## src/rtl/id_ex_stage.sv

```systemverilog
// ---------------------------------------------------------------------------
// id_ex_stage
//
// Pipeline register between decode (ID) and execute (EX) of the 5-stage
// MIPS datapath. It captures the decoded control bundle, the register-file
// operands, the sign-extended immediate, the register specifiers and PC+4.
// It also detects load-use hazards and inserts a bubble when it finds one.
//
// Ports
//   clk, reset            rising-edge clock, asynchronous active-high reset
//   id_opcode             instruction[31:26] of the ID instruction
//   id_<ctrl>             control bits from the main decoder
//   id_rs_data/rt_data    register-file read data
//   id_imm                instruction[15:0]
//   id_rs/rt/rd           register specifiers
//   id_pc4                PC+4 of the ID instruction
//   flush                 branch/jump taken: kill the ID instruction
//   hold                  downstream stall: freeze this register
//   ex_*                  registered copies of the id_* values
//   ex_imm_ext            sign-extended immediate
//   ex_valid              EX holds a real instruction
//   stall_out             hold PC and IF/ID this cycle (combinational)
//   bubble_count          hazard bubbles inserted, saturating
//
// Flow control: there is no valid/ready pair. stall_out tells upstream to
// keep the PC and IF/ID unchanged for this cycle. hold tells this stage to
// keep every register as it is. Upstream must sample stall_out in the same
// cycle, because it depends on the ID inputs and on the current EX contents.
// ---------------------------------------------------------------------------
module id_ex_stage #(
  parameter int DATA_W = 32,
  parameter int REG_W  = 5,
  parameter int CNT_W  = 16
) (
  input  logic              clk,
  input  logic              reset,
  input  logic [5:0]        id_opcode,
  input  logic              id_reg_dst,
  input  logic              id_mem_to_reg,
  input  logic              id_alu_src,
  input  logic              id_reg_write,
  input  logic [1:0]        id_jump,
  input  logic [1:0]        id_branch,
  input  logic [1:0]        id_mem_read,
  input  logic [1:0]        id_mem_write,
  input  logic [1:0]        id_alu_op,
  input  logic [DATA_W-1:0] id_rs_data,
  input  logic [DATA_W-1:0] id_rt_data,
  input  logic [15:0]       id_imm,
  input  logic [REG_W-1:0]  id_rs,
  input  logic [REG_W-1:0]  id_rt,
  input  logic [REG_W-1:0]  id_rd,
  input  logic [DATA_W-1:0] id_pc4,
  input  logic              flush,
  input  logic              hold,
  output logic              ex_reg_dst,
  output logic              ex_mem_to_reg,
  output logic              ex_alu_src,
  output logic              ex_reg_write,
  output logic [1:0]        ex_jump,
  output logic [1:0]        ex_branch,
  output logic [1:0]        ex_mem_read,
  output logic [1:0]        ex_mem_write,
  output logic [1:0]        ex_alu_op,
  output logic [DATA_W-1:0] ex_rs_data,
  output logic [DATA_W-1:0] ex_rt_data,
  output logic [DATA_W-1:0] ex_imm_ext,
  output logic [REG_W-1:0]  ex_rs,
  output logic [REG_W-1:0]  ex_rt,
  output logic [REG_W-1:0]  ex_rd,
  output logic [DATA_W-1:0] ex_pc4,
  output logic              ex_valid,
  output logic              stall_out,
  output logic [CNT_W-1:0]  bubble_count
);

  logic uses_rs;
  logic uses_rt;
  logic load_use;

  // rt is a source operand for R-type and for the stores (sw, sb, sh).
  // rs is a source for every opcode except j, jal and lui.
  always_comb begin
    uses_rt = 1'b0;
    uses_rs = 1'b1;
    case (id_opcode)
      6'b000000, 6'b101011, 6'b101000, 6'b101001: uses_rt = 1'b1;
      default:                                    uses_rt = 1'b0;
    endcase
    case (id_opcode)
      6'b000010, 6'b000011, 6'b001111: uses_rs = 1'b0;
      default:                         uses_rs = 1'b1;
    endcase
  end

  // A load in EX whose destination is read in ID. Register $0 is excluded
  // because it is hardwired to zero.
  assign load_use = ex_valid && (ex_mem_read != 2'b00) && (ex_rt != '0) &&
                    ((uses_rs && (ex_rt == id_rs)) ||
                     (uses_rt && (ex_rt == id_rt)));

  assign stall_out = load_use | hold;

  always_ff @(posedge clk or posedge reset) begin
    if (reset) begin
      ex_reg_dst    <= 1'b0;
      ex_mem_to_reg <= 1'b0;
      ex_alu_src    <= 1'b0;
      ex_reg_write  <= 1'b0;
      ex_jump       <= '0;
      ex_branch     <= '0;
      ex_mem_read   <= '0;
      ex_mem_write  <= '0;
      ex_alu_op     <= '0;
      ex_rs_data    <= '0;
      ex_rt_data    <= '0;
      ex_imm_ext    <= '0;
      ex_rs         <= '0;
      ex_rt         <= '0;
      ex_rd         <= '0;
      ex_pc4        <= '0;
      ex_valid      <= 1'b0;
      bubble_count  <= '0;
    end else if (hold) begin
      // Freeze everything. A hazard seen during hold is not counted here.
      // It is counted on the edge that actually inserts the bubble.
    end else if (flush || load_use) begin
      // A bubble is all zeros, so it has no architectural side effects.
      ex_reg_dst    <= 1'b0;
      ex_mem_to_reg <= 1'b0;
      ex_alu_src    <= 1'b0;
      ex_reg_write  <= 1'b0;
      ex_jump       <= '0;
      ex_branch     <= '0;
      ex_mem_read   <= '0;
      ex_mem_write  <= '0;
      ex_alu_op     <= '0;
      ex_rs_data    <= '0;
      ex_rt_data    <= '0;
      ex_imm_ext    <= '0;
      ex_rs         <= '0;
      ex_rt         <= '0;
      ex_rd         <= '0;
      ex_pc4        <= '0;
      ex_valid      <= 1'b0;
      // The bubble is counted only when the hazard caused it. A bubble that
      // a flush causes is not counted, even when a hazard is present too.
      if (!flush && (bubble_count != {CNT_W{1'b1}}))
        bubble_count <= bubble_count + 1'b1;
    end else begin
      ex_reg_dst    <= id_reg_dst;
      ex_mem_to_reg <= id_mem_to_reg;
      ex_alu_src    <= id_alu_src;
      ex_reg_write  <= id_reg_write;
      ex_jump       <= id_jump;
      ex_branch     <= id_branch;
      ex_mem_read   <= id_mem_read;
      ex_mem_write  <= id_mem_write;
      ex_alu_op     <= id_alu_op;
      ex_rs_data    <= id_rs_data;
      ex_rt_data    <= id_rt_data;
      ex_imm_ext    <= {{(DATA_W-16){id_imm[15]}}, id_imm};
      ex_rs         <= id_rs;
      ex_rt         <= id_rt;
      ex_rd         <= id_rd;
      ex_pc4        <= id_pc4;
      ex_valid      <= 1'b1;
    end
  end

endmodule

```

## config.mk

```make
export PLATFORM = sky130hd
export DESIGN_NAME = id_ex_stage
export DESIGN_NICKNAME = d
export VERILOG_FILES = /design/src/rtl/id_ex_stage.sv
export SDC_FILE = /design/constraint.sdc
export NUM_CORES = 1
export LEC_CHECK = 0
export ABC_AREA = 0
export CAP_MARGIN = 15
export CELL_PAD_IN_SITES_DETAIL_PLACEMENT = 1
export CELL_PAD_IN_SITES_GLOBAL_PLACEMENT = 1
export CORE_ASPECT_RATIO = 0.5
export CORE_MARGIN = 5
export CORE_UTILIZATION = 32
export DETAILED_ROUTE_END_ITERATION = 8
export HOLD_SLACK_MARGIN = 0.06
export PLACE_DENSITY = 0.93
export SYNTH_ARGS = -nofsm -noshare
export SYNTH_HDL_FRONTEND = slang
export SYNTH_SLANG_ARGS = --single-unit
```

## constraint.sdc

```tcl
create_clock -name clk -period 10.1 [get_ports clk]
set_input_delay 2.02 -clock clk [delete_from_list [all_inputs] [get_ports clk]]
set_output_delay 2.02 -clock clk [all_outputs]
set_load 0.05 [all_outputs]
```

==> flow_summary.yaml, run 1 <==
synthesis:
  ys_top_cells_by_area: "dfrtp_1 (66%), a22o_1 (20%), xnor2_1 (2.5%), buf_4 (2.0%), clkbuf_1 (1.4%)"
  synth_top_area_share_pct: 65.51
  synth_cell_types: 36
  ys_seq_elements: 158
  ys_warn_count: 0
  avgSynthCellArea_um2: 14.00
  netlist_instances: 431
  yosys.area.top_type: "dfrtp_1"
  syn_nets: 583
  syn-cell-area_mm2: 0.006036
  yosysSeqAreaShare_pct: 65.51
drt:
  ant_nets: 0
  drtIter0Drc: 280
  routed_via_density: 4.828
  vias: 4842
  first_pass_iters: 4
  totalWireLength_um: 22610
  avgRoutedWirePerCell_um: 22.54
  remaining_drc_errors: 0
die:
  core_area_mm2: 0.01848
  die_w_um: 204.2
  ioPinCount: 326
  start_util_pct: 32.66
  num_rows: 35
  dieArea_mm2: 0.02188
  die_h_um: 107.1
clock_network:
  htreeDepth: 4
  insertion_delay_ns: 0.41
  cts_buffer_depth: 2
  cts_hold_buffers: 0
  cts_resized: 0
  cts_setup_buffers: 0
  cts_tree: "done"
  numCtsBuffers: 17
  clock_sinks: 158
  cts_root_buf: "clkbuf_16"
  path_clk_slew_ns: 0.07
sta:
  fmax_mhz: 148.0
  finalSetupViolCount: 0
  tns_ns: 0
  worst_slew_pin_slew_ns: 0.9971
  hold_violations: 0
  hold_slack_ns: 0.5012
  report.final.slew_viol_count: 0
  post-route-period-util_pct: 66.90
  period_needed_ns: 6.757
  rsz0062_at_grt: "false"
  fin_skew_ns: 0.01857
  maxSlewHeadroom_pct: 33.53
final_layout:
  seq_area_mm2: 0.003954
  fillCellCount: 1883
  multi_input_area_mm2: 0.001818
  diodes: 0
  nets: 883
  final_cells: 1003
  layout-drive-gt1-share_pct: 6.183
  reg_top3: "ex_pc4 x32, ex_rs_data x32, ex_rt_data x32"
  syn_to_final_growth_pct: 65.24
critical_path:
  crit_path_end_kind: "output pin"
  r2r-end: "ex_rs_data[22]$_DFFE_PP0N_"
  rrSetupSlack_ns: 5.91
  worstPathArrival_ns: 4.74
  crit_family: "simple AND/OR/NAND/NOR gates"
  worst_r2r_path_depth: 8
  crit_buf_inv: 2
  cp_slowest_cell: "clkdlybuf4s50_1"
  r2r-start: "ex_rt[2]$_DFFE_PP0N_"
  critPathMaxStageDelay_ns: 0.81
  startpoint_type: "input pin"
  worstPathCellList: "clkdlybuf4s50_1 -> and2b_1 -> or4_1 -> or4_1 -> and2_4 -> nand2b_1 -> clkdlybuf4s50_1"
  critPathMaxFanout: 11
  critPathKind: "input pin to output pin"
  cp.required_ns: 8.08
min_path:
  hp-class: "flip-flop to flip-flop"
  hold_depth: 1
  hold-path-endpoint: "bubble_count[10]$_DFFE_PP0P_"
  hold_start: "bubble_count[10]$_DFFE_PP0P_"
power_and_ir_drop:
  power.density_mw_per_mm2: 179.0
  vdd_ir_drop_max_mv: 0.1101
  leakagePower_uw: 0.004346
grt:
  grt-busiest-layer: "met2"
  antenna_found_initial: 0
  grt_pass1_vias: 5342
  overflow: 0
  met3_usage_pct: 3.173
  use_met2_pct: 37.83
  grt_first_pass_wirelength_um: 33550
  grtUsageMet1_pct: 23.84
  grt_max_degree: 82
  track_usage_pct: 19.90
run:
  max_cap_violations: 0
placed_design:
  dp.cells: 971
  post-dp-hpwl_um: 17010
  port_buffers: 325
  gp_congestion: 0.8498
outcome:
  status: "finished clean"
cell usage after synthesis (all sizes together):
cell type / n
a21oi: 2
ha: 1
and2b: 1
nand2b: 2
or4: 5
nor2: 6
nor4: 3
a21o: 1
buf: 26
mux2: 1
o211a: 1
nand3: 7
nor3: 3
and4b: 1
clkbuf: 22
nand4: 5
nand2: 7
dfrtp: 158
or3: 4
a22o: 141
and3: 2
inv: 3
xor2: 7
nor3b: 1
and4: 1
nor4b: 1
o221ai: 1
and2: 1
xnor2: 17
final cells by class:
cell class / instances / area share (%)
Timing Repair Buffer: 329 / 32.89
Sequential cell: 158 / 39.64
Inverter: 3 / 0.1631
Clock inverter: 13 / 1.280
Multi-Input combinational cell: 222 / 18.23
Tap cell: 259 / 3.249
Clock buffer: 19 / 4.541
cell families after synthesis:
family / share of synthesized area, %
adders and majority gates: 0.2073
DFF: 65.51
buffers and inverters: 4.478
AOI/OAI and AO/OA: 21.08
and+or+nand+nor: 5.058
muxes: 0.1866
xor gates and xnor gates: 3.483
layer usage:
metal | vias to the layer above | routed length (um)
li1 | 2220 | -
met1 | 2517 | 9029
met2 | 89 | 12770
met3 | 16 | 518
met4 | 0 | 293
met5 | - | 0
worst reg2reg max path, cell delays in order, from the launching register on:
cell	delay (ns)
dfrtp_1	0.49
or4_1	0.54
o221ai_1	0.31
or4_1	0.19
nand2_1	0.21
nor3_4	0.72
buf_4	0.63
buf_4	0.74
a22o_1	0.27
worst max-delay path by stage:
stage            startpoint                           to  depth (start not counted)
5_1_grt        id_opcode[0]                    stall_out                          7
3_3_place_gp   id_opcode[0]                    stall_out                          7
4_1_cts        id_opcode[0]                    stall_out                          7
2_1_floorplan         reset  bubble_count[0]$_DFFE_PP0P_                          1
3_5_place_dp   id_opcode[0]                    stall_out                          7
6_report       id_opcode[0]                    stall_out                          7
power breakdown:
part / internal, uW / total [uW] / switching, uW
Clock: 358 / 634 / 277
Sequential: 677 / 709 / 32.2
Combinational: 172 / 441 / 269
cells in the final DEF (no fill, tap or decap), types with 3 or more instances in the layout:
| cell | n |
|---|---|
| nand4_1 | 5 |
| a22o_1 | 140 |
| or4_1 | 3 |
| clkdlybuf4s50_1 | 324 |
| nand2_1 | 7 |
| nand3_1 | 7 |
| nor2_1 | 6 |
| xor2_1 | 7 |
| clkbuf_16 | 17 |
| clkinv_4 | 4 |
| dfrtp_1 | 158 |
| clkinvlp_4 | 3 |
| buf_4 | 5 |
| or3_1 | 4 |
| inv_6 | 5 |
| nor4_1 | 3 |
| xnor2_1 | 17 |
per-stage QoR:
step / power, uW / area [um^2] / util, % / setup WS (ns)
global route: 1850 / 9973 / 53.97 / 3.263
finish: 1785 / 9973 / 53.97 / 3.343
detailed placement: 1165 / 9393 / 50.83 / 3.342
CTS: 1802 / 9973 / 53.97 / 3.342
global placement: 1154 / 9393 / 50.83 / 3.409
floorplan: 972.5 / 6036 / - / 3.817
(Power assumes the default switching activity.)
==> run 2, diff against run 1 <==
--- a/config.mk
+++ b/config.mk
@@ -11,10 +11,10 @@
 export CELL_PAD_IN_SITES_GLOBAL_PLACEMENT = 1
 export CORE_ASPECT_RATIO = 0.5
 export CORE_MARGIN = 5
-export CORE_UTILIZATION = 32
+export CORE_UTILIZATION = 30
 export DETAILED_ROUTE_END_ITERATION = 8
 export HOLD_SLACK_MARGIN = 0.06
-export PLACE_DENSITY = 0.93
+export PLACE_DENSITY = 0.88
 export SYNTH_ARGS = -nofsm -noshare
 export SYNTH_HDL_FRONTEND = slang
 export SYNTH_SLANG_ARGS = --single-unit
==> constraint.sdc (replaced) <==
create_clock -name clk -period 6.9 [get_ports clk]
set_input_delay 1.38 -clock clk [delete_from_list [all_inputs] [get_ports clk]]
set_output_delay 1.38 -clock clk [all_outputs]
set_load 0.05 [all_outputs]
==> run 2 against run 1 <==
  * Routed wire length is 0.15% higher
  * Clock skew fell by 0.0088 ns
  * Total power rose by 53%
  * Highest routed layer unchanged
==> flow_summary.yaml, run 2 (same netlist as run 1, synthesis figures left out) <==
min_path:
  hold_start: "bubble_count[10]$_DFFE_PP0P_"
  hp-class: "flip-flop to flip-flop"
  hold_depth: 1
  hold-path-endpoint: "bubble_count[10]$_DFFE_PP0P_"
sta:
  fmax_mhz: 180.4
  finalSetupViolCount: 0
  post-route-period-util_pct: 80.34
  tns_ns: 0
  fin_skew_ns: 0.009765
  worst_slew_pin_slew_ns: 0.9838
  period_needed_ns: 5.543
  maxSlewHeadroom_pct: 34.41
  fin_ws_ns: 1.357
  rsz0062_at_grt: "false"
  report.final.slew_viol_count: 0
  hold_violations: 0
power_and_ir_drop:
  swShare_pct: 30.51
  p_switching_uw: 834.0
  leakagePower_uw: 0.004386
  p_comb_share_pct: 23.6
  vdd_ir_drop_max_mv: 0.1636
  power.density_mw_per_mm2: 271.9
  power_uw: 2734
  p_int_uw: 1900
  clockPowerShare_pct: 38.4
  p_seq_share_pct: 38.0
die:
  core_area_mm2: 0.01959
  num_rows: 36
  dieArea_mm2: 0.02323
  die_h_um: 110.3
  ioPinCount: 326
  die_w_um: 210.6
  start_util_pct: 30.80
grt:
  grt_first_pass_wirelength_um: 33590
  antenna_found_initial: 0
  grt_max_degree: 108
  track_usage_pct: 18.77
  overflow: 0
  grt_pass1_vias: 5398
placed_design:
  pre_cts_ws_ns: 1.376
  post-dp-hpwl_um: 17130
  port_buffers: 325
  gp_congestion: 0.8697
critical_path:
  crit_path_end_kind: "output pin"
  critPathKind: "input pin to output pin"
  cp_slowest_cell: "clkdlybuf4s50_1"
  worst_r2r_path_depth: 7
  rrSetupSlack_ns: 4.00
  r2r-start: "ex_rt[2]$_DFFE_PP0N_"
  startpoint_type: "input pin"
  worstPathArrival_ns: 4.16
  r2r-end: "ex_pc4[17]$_DFFE_PP0N_"
  worstPathCellList: "clkdlybuf4s50_1 -> and2b_1 -> or4_1 -> or4_1 -> and2_4 -> nand2b_1 -> clkdlybuf4s50_1"
  critPathMaxStageDelay_ns: 0.80
  cp.required_ns: 5.52
  critPathMaxFanout: 11
final_layout:
  syn_to_final_growth_pct: 66.60
  reg_top3: "ex_pc4 x32, ex_rs_data x32, ex_rt_data x32"
  nets: 883
  diodes: 0
  mostFrequentLayoutCell: "clkdlybuf4s50_1"
  fillCellCount: 1994
  final_cell_mix: "clkdlybuf4s50_1 (324), dfrtp_1 (158), a22o_1 (140)"
  layout-drive-gt1-share_pct: 6.048
drt:
  avgRoutedWirePerCell_um: 22.42
  totalWireLength_um: 22650
  first_pass_iters: 4
  routed_via_density: 4.894
  drtIter0Drc: 258
  ant_nets: 0
  remaining_drc_errors: 0
  vias: 4943
clock_network:
  cts_buffer_depth: 2
  insertion_delay_ns: 0.40
  cts_tree: "done"
  clock_sinks: 158
  path_clk_slew_ns: 0.07
  cts_root_buf: "clkbuf_16"
  htreeDepth: 4
  cts_setup_buffers: 0
  numCtsBuffers: 17
  cts_hold_buffers: 0
  cts_resized: 0
run:
  max_cap_violations: 0
outcome:
  status: "finished clean"
run 2: how the worst max path moves through the flow:
stage / start / slack [ns] / cells past startpoint / to
finish: id_opcode[0] / 1.36 / 7 / stall_out
CTS: id_opcode[0] / 1.37 / 7 / stall_out
global placement: id_opcode[0] / 1.44 / 7 / stall_out
global route: id_opcode[0] / 1.30 / 7 / stall_out
floorplan: reset / 1.26 / 1 / bubble_count[0]$_DFFE_PP0P_
detailed placement: id_opcode[0] / 1.38 / 7 / stall_out
run 2: final cells by class:
class	count	area, um^2	area share, %
clock buffers	19	442.9	4.405
clock inverters	13	211.5	2.103
flip-flops and latches	158	3954	39.32
well taps	266	332.8	3.310
repair buffers	329	3281	32.62
multi-input cells	222	1818	18.08
inverters	3	16.27	0.1618
run 2: worst max-delay path, delay by kind of cell:
family                 cells  cell delay (ns)
buffers and inverters      2             1.34
AND/OR/NAND/NOR            5             1.43
run 2: power by group through the flow:
stage	Sequential [uW]	Combinational (uW)	Clock, uW
global route	1050	668	1120
floorplan	1280	144	0
CTS	1040	652	1070
global placement	1050	638	0
detailed placement	1060	650	0
finish	1040	645	1050
run 2: through the flow:
step | instances | utilization (%) | cell area [um^2] | hold WS (ns)
2_1_floorplan | 431 | - | 6036 | 0.7895
3_3_place_gp | 978 | 47.98 | 9402 | 0.4813
3_5_place_dp | 978 | 47.98 | 9402 | 0.4955
4_1_cts | 1010 | 51.32 | 10060 | 0.5055
5_1_grt | 1010 | 51.32 | 10060 | 0.5145
6_report | 1010 | 51.32 | 10060 | 0.4991
run 2: routing by layer:
layer	up-vias	share of wire [%]	track usage [%]	wire [um]
li1	2217	-	-	-
met1	2605	40	23.06	9012
met2	102	56	35.46	12770
met3	19	2.6	2.799	592
met4	0	1.2	4.161	274
met5	-	0	0	0
==> run 3, diff against run 2 <==
--- a/config.mk
+++ b/config.mk
@@ -11,10 +11,10 @@
 export CELL_PAD_IN_SITES_GLOBAL_PLACEMENT = 1
 export CORE_ASPECT_RATIO = 0.5
 export CORE_MARGIN = 5
-export CORE_UTILIZATION = 30
+export CORE_UTILIZATION = 27
 export DETAILED_ROUTE_END_ITERATION = 8
 export HOLD_SLACK_MARGIN = 0.06
-export PLACE_DENSITY = 0.88
+export PLACE_DENSITY = 0.84
 export SYNTH_ARGS = -nofsm -noshare
 export SYNTH_HDL_FRONTEND = slang
 export SYNTH_SLANG_ARGS = --single-unit
==> constraint.sdc (replaced) <==
create_clock -name clk -period 4.9 [get_ports clk]
set_input_delay 0.98 -clock clk [delete_from_list [all_inputs] [get_ports clk]]
set_output_delay 0.98 -clock clk [all_outputs]
set_load 0.05 [all_outputs]
==> run 3 against run 2 <==
  * Global-route usage decreased by 1.1 points
  * Count of clock-buffer cells in the layout fell by 1
  * Critical path depth unchanged
  * First-iteration DRC count is 7.4% lower
  * Via count about the same
  * Non-clock buffer count up 1
  * Clock skew barely moved
==> flow_summary.yaml, run 3 (same netlist as run 1, synthesis figures left out) <==
outcome:
  status: "finished clean"
grt:
  grt-busiest-layer: "met2"
  met3_usage_pct: 3.493
  grtUsageMet1_pct: 20.43
  overflow: 0
  track_usage_pct: 17.66
  grt_pass1_vias: 5577
  grt_max_degree: 86
  use_met2_pct: 32.73
  grt_first_pass_wirelength_um: 34860
  antenna_found_initial: 1
sta:
  period_needed_ns: 4.077
  hold_violations: 0
  hold_slack_ns: 0.5085
  worst_slew_pin_slew_ns: 0.8392
  maxSlewHeadroom_pct: 43.93
  fin_skew_ns: 0.01024
  tns_ns: 0
  finalSetupViolCount: 0
  post-route-period-util_pct: 83.21
  report.final.slew_viol_count: 0
  rsz0062_at_grt: "false"
  fmax_mhz: 245.3
run:
  max_cap_violations: 0
min_path:
  hold_start: "ex_imm_ext[10]$_DFFE_PP0N_"
  hp-class: "flip-flop to flip-flop"
  hold_depth: 1
  hold-path-endpoint: "ex_imm_ext[10]$_DFFE_PP0N_"
clock_network:
  cts_tree: "done"
  path_clk_slew_ns: 0.06
  cts_buffer_depth: 2
  numCtsBuffers: 17
  insertion_delay_ns: 0.43
  cts_root_buf: "clkbuf_16"
  cts_resized: 0
  htreeDepth: 4
  clock_sinks: 158
  cts_hold_buffers: 0
  cts_setup_buffers: 0
power_and_ir_drop:
  p_switching_uw: 1189
  p_seq_share_pct: 37.0
  leakagePower_uw: 0.004401
  clockPowerShare_pct: 39.9
  p_int_uw: 2762
  swShare_pct: 30.08
  power.density_mw_per_mm2: 389.0
  p_comb_share_pct: 23.1
  vdd_ir_drop_max_mv: 0.1608
die:
  ioPinCount: 326
  dieArea_mm2: 0.02563
  die_h_um: 115.7
  start_util_pct: 27.66
  core_area_mm2: 0.02182
  num_rows: 38
  die_w_um: 221.4
final_layout:
  final_cell_mix: "clkdlybuf4s50_1 (323), dfrtp_1 (158), a22o_1 (140)"
  syn_to_final_growth_pct: 68.26
  layout-drive-gt1-share_pct: 6.309
  fillCellCount: 2270
  mostFrequentLayoutCell: "clkdlybuf4s50_1"
  final_cells: 1046
  nets: 884
  utilization_pct: 46.54
  reg_top3: "ex_pc4 x32, ex_rs_data x32, ex_rt_data x32"
drt:
  vias: 4946
  first_pass_iters: 6
  remaining_drc_errors: 0
  avgRoutedWirePerCell_um: 22.29
  totalWireLength_um: 23310
  ant_nets: 0
  routed_via_density: 4.728
  drtIter0Drc: 239
critical_path:
  startpoint_type: "input pin"
  r2r-start: "ex_rt[2]$_DFFE_PP0N_"
  r2r-end: "ex_reg_write$_DFFE_PP0N_"
  critPathMaxFanout: 11
  worst_r2r_path_depth: 7
  critPathKind: "input pin to output pin"
  worstPathArrival_ns: 3.10
  crit_path_end_kind: "output pin"
  rrSetupSlack_ns: 1.92
  cp.required_ns: 3.92
placed_design:
  dp.cells: 1013
  post-dp-hpwl_um: 17120
  gp_congestion: 0.9183
  port_buffers: 325
run 3: metal layers:
layer | share of wire (%) | vias up
met5 | 0 | -
met4 | 3.1 | 0
met3 | 2.6 | 40
met2 | 54 | 98
met1 | 40 | 2583
li1 | - | 2225
run 3: power groups by stage:
stage / registers [uW] / logic, uW / clock network [uW]
after floorplan: 1800 / 203 / 0
after global placement: 1480 / 906 / 0
after detailed placement: 1480 / 919 / 0
after CTS: 1460 / 923 / 1620
after global routing: 1470 / 947 / 1680
final: 1460 / 914 / 1580
run 3: how the worst max path moves through the flow:
stage               startpoint        end  slack (ns)
floorplan             id_rt[2]  stall_out        1.21
global placement      id_rt[2]  stall_out        0.83
detailed placement    id_rt[2]  stall_out        0.81
CTS                   id_rt[2]  stall_out        0.81
global route          id_rt[2]  stall_out        0.74
finish                id_rt[2]  stall_out        0.82
run 3: cell type report:
| class | instances | area (um^2) | share of cell area [%] |
|---|---|---|---|
| diodes | 1 | 2.502 | 0.02464 |
| clock inverters | 14 | 264.0 | 2.599 |
| inverters | 3 | 15.01 | 0.1478 |
| multi-input cells | 222 | 1818 | 17.90 |
| flip-flops and latches | 158 | 3954 | 38.93 |
| clock buffers | 18 | 429.2 | 4.226 |
| repair buffers | 330 | 3298 | 32.47 |
| well taps | 300 | 375.4 | 3.696 |
run 3: worst max-delay path, stage by stage:
cell and delay, ns:
clkdlybuf4s50_1 0.47, xor2_1 0.17, or4_1 0.47, or4_1 0.50, and2_4 0.23, nand2b_1 0.08, buf_4 0.19
run 3: stage by stage:
stage                     setup slack (ns)  total power [uW]  area (um^2)
after global routing                0.7403              4098        10160
after global placement              0.8321              2383         9460
final                               0.8227              3951        10160
after floorplan                      1.205              2005         6040
after detailed placement            0.8133              2403         9460
after CTS                           0.8061              4000        10150
